### config.mk
export PLATFORM = sky130hd
export DESIGN_NAME = prod
export DESIGN_NICKNAME = d
export VERILOG_FILES = /design/src/rtl/prod_pkg.sv /design/src/rtl/prod_cnt.sv /design/src/rtl/prod.sv
export SDC_FILE = /design/constraint.sdc
export NUM_CORES = 1
export LEC_CHECK = 0
export BUFFER_PORTS_ARGS = -buffer_cell sky130_fd_sc_hd__buf_4
export CAP_MARGIN = 20
export CORE_ASPECT_RATIO = 1.2
export CORE_MARGIN = 2
export CORE_UTILIZATION = 67
export CTS_BUF_LIST = sky130_fd_sc_hd__clkbuf_8
export DETAILED_ROUTE_END_ITERATION = 10
export GPL_TIMING_DRIVEN = 0
export PLACE_DENSITY_LB_ADDON = 0.15
export SYNTH_ARGS = -nofsm -noshare
export SYNTH_HDL_FRONTEND = slang
export SYNTH_SLANG_ARGS = --single-unit
export TNS_END_PERCENT = 50
### constraint.sdc
create_clock -name clk -period 5.56 [get_ports clk]
set_input_delay 0.556 -clock clk [delete_from_list [all_inputs] [get_ports clk]]
set_output_delay 0.556 -clock clk [all_outputs]
set_load 0.1 [all_outputs]
### src/rtl/prod_pkg.sv
// Shared types and default constants for the burst/gap beat producer.
package prod_pkg;
  typedef enum logic [1:0] {IDLE, BURST, GAP, DONE} state_t;

  typedef struct packed {
    logic clr;
    logic inc;
  } cnt_ctl_t;

  localparam int DEF_DW          = 8;
  localparam int DEF_START       = 1;
  localparam int DEF_BURST_LEN   = 4;
  localparam int DEF_GAP_LEN     = 2;
  localparam int DEF_TOTAL_BEATS = 16;
endpackage

### src/rtl/prod_cnt.sv
// Generic up-counter with synchronous clear and parallel load.
module prod_cnt #(
  parameter int W = 8
) (
  input  logic         clk,
  input  logic         rst_b,
  input  logic         clr,
  input  logic         ld,
  input  logic [W-1:0] ld_val,
  input  logic         inc,
  output logic [W-1:0] q
);
  always_ff @(posedge clk) begin
    if (!rst_b)   q <= '0;
    else if (clr) q <= '0;
    else if (ld)  q <= ld_val;
    else if (inc) q <= q + W'(1);
  end
endmodule

### src/rtl/prod.sv
// Free-running producer: bursts of BURST_LEN beats separated by GAP_LEN idle
// cycles, stopping after TOTAL_BEATS beats (0 = forever).
import prod_pkg::*;

module prod #(
  parameter int            DW          = DEF_DW,
  parameter logic [DW-1:0] START       = DW'(DEF_START),
  parameter int            BURST_LEN   = DEF_BURST_LEN,
  parameter int            GAP_LEN     = DEF_GAP_LEN,
  parameter int            TOTAL_BEATS = DEF_TOTAL_BEATS
) (
  input  logic          clk,
  input  logic          rst_b,
  output logic          val,
  output logic [DW-1:0] data
);
  localparam logic [7:0]  BL_M1     = 8'(BURST_LEN - 1);
  localparam logic [7:0]  GL_M1     = 8'(GAP_LEN - 1);
  localparam logic [15:0] TB_M1     = 16'(TOTAL_BEATS - 1);
  localparam bit          HAS_GAP   = (GAP_LEN > 0);
  localparam bit          HAS_TOTAL = (TOTAL_BEATS > 0);

  state_t        state, state_d;
  logic          val_d;
  logic [DW-1:0] data_d;
  cnt_ctl_t      bctl, gctl, tctl;
  logic [7:0]    bcnt, gcnt;
  logic [15:0]   tcnt;
  logic          burst_last, gap_last, total_last;

  prod_cnt #(.W(8))  u_bcnt (.clk(clk), .rst_b(rst_b), .clr(bctl.clr), .ld(1'b0),
                             .ld_val('0), .inc(bctl.inc), .q(bcnt));
  prod_cnt #(.W(8))  u_gcnt (.clk(clk), .rst_b(rst_b), .clr(gctl.clr), .ld(1'b0),
                             .ld_val('0), .inc(gctl.inc), .q(gcnt));
  prod_cnt #(.W(16)) u_tcnt (.clk(clk), .rst_b(rst_b), .clr(tctl.clr), .ld(1'b0),
                             .ld_val('0), .inc(tctl.inc), .q(tcnt));

  assign burst_last = (bcnt == BL_M1);
  assign gap_last   = (gcnt == GL_M1);
  assign total_last = HAS_TOTAL && (tcnt == TB_M1);

  always_ff @(posedge clk) begin
    if (!rst_b) begin
      state <= IDLE;
      val   <= 1'b0;
      data  <= START;
    end else begin
      state <= state_d;
      val   <= val_d;
      data  <= data_d;
    end
  end

  always_comb begin
    state_d = state;
    val_d   = 1'b0;
    data_d  = data;
    bctl    = '0;
    gctl    = '0;
    tctl    = '0;
    case (state)
      IDLE: begin
        state_d = BURST;
        val_d   = 1'b1;
      end
      BURST: begin
        // every BURST cycle is a beat: advance payload and counters
        data_d   = data + DW'(1);
        tctl.inc = 1'b1;
        bctl.inc = 1'b1;
        val_d    = 1'b1;
        if (total_last) begin
          state_d = DONE;
          val_d   = 1'b0;
        end else if (burst_last) begin
          bctl.inc = 1'b0;
          bctl.clr = 1'b1;
          if (HAS_GAP) begin
            state_d  = GAP;
            val_d    = 1'b0;
            gctl.clr = 1'b1;
          end
        end
      end
      GAP: begin
        if (gap_last) begin
          state_d  = BURST;
          val_d    = 1'b1;
          gctl.clr = 1'b1;
        end else begin
          gctl.inc = 1'b1;
        end
      end
      default: ;
    endcase
  end
endmodule

# [After elaboration in Yosys (flattened, before gate mapping)]
# Cells that the tools add are included.
[totals] input_bits=2 wordCells=40 reg_bits=43 output_inout_bits=9
[classes] bitwise_logic=1 muxes=17 addsub=4 n_reduce_logical=5 eq_ne=7
[ops] operator="adder 8 x 1 -> 8 bit, second input constant" n=3
[ops] operator="adder 16 x 1 -> 16 bit, second input constant" n=1
[ops] operator="== test 16 x 4 -> 1 bit, second input constant" n=1
[ops] operator="2-to-1 mux 2 bit" n=6
[ops] operator="== test 8 x 1 -> 1 bit, second input constant" n=1
[ops] operator="== test 8 x 2 -> 1 bit, second input constant" n=1
[ops] operator="2-to-1 mux 1 bit" n=8
[ops] operator="case mux 2 bit (3 select lines)" n=1
[ops] operator="OR reduction 2 bit" n=2
[ops] operator="!= test 3 bit, second input constant" n=1
[ops] operator="case mux 1 bit (3 select lines)" n=1
[ops] operator="AND reduction 3 bit" n=1
[ops] operator="nonzero test 3 bit" n=1
[ops] operator="== test 2 x 1 -> 1 bit, second input constant" n=1
[ops] operator="== test 2 bit, second input constant" n=1
[ops] operator="logical NOT 2 bit" n=1
[ops] operator="!= test 2 bit, second input constant" n=1
[ops] operator="case mux 1 bit (2 select lines)" n=1
[ops] operator="inverter 1 bit" n=1

# [Logic depth before layout (Yosys ltp)]
[depth] word_depth=5 mapped_depth=8 ltp_nobuf=6

# [Cells and area by module]
# Synthesis repeated with hierarchy kept, for this count alone.
[hier_totals] hier_cells=272 hier_area_um2=2446.1
[modules_own_cells] mod="prod_cnt at u_tcnt" cells_each=102 seq_area_each_um2=320.3 area_each_um2=892.1 instances=1
[modules_own_cells] mod="prod_cnt at u_bcnt ..." cells_each=49 seq_area_each_um2=160.2 area_each_um2=434.2 instances=2
[modules_own_cells] mod="prod" cells_each=72 seq_area_each_um2=220.2 area_each_um2=685.7 instances=1

# [Worst setup path after synthesis]
# OpenSTA, ideal clock, no wires.
[synth_path] path_type="register to register" startpoint="register data[0]" endpoint="register data[5]" required_ns=5.484 period_less_slack_ns=1.929 path_slack_ns=3.631 t_arrival_ns=1.854 setup_time_ns=0.076 path_stages_with_launch=4 path_buffers=0 cell_sequence="dfxtp_1 -> nand4_1 -> or3_1 -> a21boi_0"
[synth_between] elab_chain_cells=1
[synth_lines] item="start: declaration" line="prod.sv:15" rtl="output logic [DW-1:0] data"
[synth_lines] item="start signal: assignment" line="prod.sv:50" rtl="data <= data_d;"
[synth_lines] item="adder 8 x 1 -> 8 bit" line="prod.sv:68" rtl="data_d = data + DW'(1);"
# Every way passes these cells.
# A chain may end at the register's enable or synchronous reset.

# [Final worst setup path]
[layout_path] startpoint="register state[1]" endpoint="register u_tcnt.q[15]"
[layout_between] elab_chain_cells=2
[layout_lines] item="start: declaration" line="prod.sv:23" rtl="state_t state, state_d;"
[layout_lines] item="start signal: assignment" line="prod.sv:48" rtl="state <= state_d;"
[layout_lines] item="== test 2 x 1 -> 1 bit" line="prod.sv:61" rtl="case (state)"
[layout_lines] item="2-to-1 mux 1 bit" line="prod.sv:61"
[layout_lines] item="end signal: assignment" line="prod_cnt.sv:16" rtl="else if (ld) q <= ld_val;"
[layout_lines] item="end signal: assignment" line="prod_cnt.sv:17" rtl="else if (inc) q <= q + W'(1);"
[layout_lines] item="end: declaration" line="prod_cnt.sv:11" rtl="output logic [W-1:0] q"
# Every way passes these cells.

==> impl_metrics.yaml <==
run_status:
  status: "finished, final reports clean"
critical_path:
  crit_type: "reg -> reg"
  worst_setup_path_start_kind: "register"
  crit_fanout: 10
  required_ns: 5.75
  critical_path_arrival_ns: 2.39
  r2r_end: "u_tcnt.q[15]"
  regToRegStartpoint: "state[1]"
  r2r_cells: 8
  rrSetupSlack_ns: 3.36
  end_kind: "register"
global_route:
  grt_max_degree: 13
  antenna_found_initial: 0
  first_global_vias: 1731
  grt_pass1_wl_mm: 7.31
  grt-ovfl-total: 0
  globalRouteTotalUtil_pct: 25.6
cts:
  clk-insertion-delay-late_ns: 0.30
  tritoncts: "yes"
  cts_resized: 0
  postCtsSetupRepairBufs: 0
  cts.sinks: 43
  cts_buffer_depth: 2
  hold_buffers: 0
  h-tree-depth: 2
  numCtsBuffers: 5
  root_buffer: "clkbuf_8"
  path_clk_slew_ns: 0.07
detailed_routing:
  drt_iter0_drc: 68
  vias_per_cell: 5.98
  vias: 1687
  post_drt_wl_per_cell_um: 14.8
  ant_nets: 0
  first_pass_iters: 4
  drc_errors: 0
  routed_wl_mm: 4.18
yosys:
  synth_area_leaders: "dfxtp_1, xnor2_1, and2_1, ha_1, nand4_1"
  syn_avg_cell_area_um2: 9.30
  ys_warn_count: 0
  syn-num-nets: 239
  syn-cell-area_mm2: 0.00212
  synth_common_cells: "dfxtp_1, and2_1, xnor2_1"
  synth_edf_count: 0
  synth_ff_type: "dfxtp_1"
  syn_inst: 228
  synth_top_cell_by_area: "dfxtp_1"
  async_flop_share_pct: 0
  yosysMostFrequentCell: "dfxtp_1"
  ys_ff_latch: 43
  synth_top_cell_area_share_pct: 40.6
  synth.distinct_cells: 41
  yosysSeqAreaShare_pct: 40.6
floorplanning:
  initial_core_util_pct: 70.0
  die_w_um: 55.3
  ios: 11
  die_h_um: 65.6
  die-area_mm2: 0.00363
  rows: 22
  core_area_mm2: 0.00303
layout:
  drive_gt1_share_pct: 9.35
  antenna_cells: 0
  area_growth_pct: 9.50
  layout.nets: 256
  layout.cells.non_filler: 282
  final_area_mm2: 0.00232
  fill_cells: 218
sta:
  rsz0062_at_grt: "false"
  slew_headroom_pct: 64.3
  worst_pin_slew_ns: 0.534
  fin_worst_skew_ns: 0.00686
  hold_ws_ns: 0.478
  fin_crit_ns: 2.20
  setup_viol: 0
  maxSlewViolCount: 0
  fmax_mhz: 455
  hold_viol: 0
  finalCritPeriodShare_pct: 39.6
  fin_ws_ns: 3.36
  setup-tns-final_ns: 0
placement:
  dp_slack_ns: 3.43
  dp_cells: 274
  dpl.hpwl_mm: 3.05
  io_buffers: 10
  place.gp.congestion: 0.786
  dpl-instance-area_mm2: 0.00224
min_path:
  hp-class: "reg -> reg"
  hold_path_depth: 2
  worstHoldStart: "u_tcnt.q[15]"
  min_to: "u_tcnt.q[15]"
pwr:
  p_leak_uw: 0.000914
  vdd_ir_drop_max_mv: 0.298
  pwr_density_cell_mw_per_mm2: 390
flow_run:
  cap_violations: 0
-- area by class of cell --
cell class	instances	area, um^2	share of cell area [%]
flip-flops and latches	43	861	37.1
repair buffers	10	75.1	3.23
well taps	36	45.0	1.94
plain buffers	8	30.0	1.29
inverters	5	18.8	0.809
multi-input cells	172	1210	52.1
clock buffers	5	68.8	2.96
clock inverters	3	12.5	0.539
-- layout by cell type, fill, tap and decap left out, types with 2 or more instances in the layout --
cell type	instances
nand4_1	16
mux2i_1	4
a21oi_1	2
o21ai_0	4
and2_1	20
nand2_1	17
a21boi_0	4
nor2b_1	2
nand3b_1	3
nor2_1	12
or3_1	6
xor2_1	9
clkbuf_1	8
nor3_1	6
dfxtp_1	43
o21ai_1	2
nand3_1	8
nand2b_1	3
clkbuf_8	5
ha_1	9
nor4_1	3
inv_1	7
xnor2_1	18
and3_1	6
buf_4	10
-- critical path, cell delays in order (launching register included) --
cell	delay, ns
dfxtp_1	0.35
inv_1	0.09
ha_1	0.15
clkbuf_1	0.38
clkbuf_1	0.44
nand2_1	0.09
nor4_1	0.29
nand3_1	0.16
mux2i_1	0.14
-- cells by family after synthesis --
| kind of cell | share of synthesized area [%] |
|---|---|
| simple gates | 30.1 |
| compound gates | 8.62 |
| flops | 40.6 |
| mux | 1.89 |
| xor+xnor | 11.2 |
| fa+ha+maj | 5.31 |
| buf+inv | 2.30 |
-- worst max path at each step --
| stage | from | to |
|---|---|---|
| after global routing | state[1] | u_tcnt.q[15] |
| after CTS | state[1] | u_tcnt.q[15] |
| final | state[1] | u_tcnt.q[15] |
| after global placement | state[1] | u_tcnt.q[15] |
| after detailed placement | state[1] | u_tcnt.q[15] |
| after floorplan | data[0] | data[5] |
-- flip-flops by register name, indices dropped and copies added, names as in the netlist --
register and cells:
u_tcnt.q 16, data 8, u_bcnt.q 8, u_gcnt.q 8
state 2, val 1
-- stage by stage --
step,util (%),power [uW]
floorplan,-,646
global placement,74.0,704
detailed placement,74.0,717
CTS,76.7,902
global route,76.7,948
finish,76.7,905
-- power by group --
part / switching, uW / internal [uW] / leakage [uW] / total (uW)
Sequential: 42.0 / 346 / 0.000348 / 388
Clock: 105 / 84.5 / 0.0000505 / 189
Combinational: 220 / 108 / 0.000515 / 328
Total: 366 / 539 / 0.000914 / 905
-- per-layer routing --
metal	track usage [%]	share of wire (%)
met1	28.1	43
met2	46.1	51
met3	6.30	4.3
met4	12.5	1.7
met5	0	0
No activity file was read; power rests on OpenSTA's default activity.
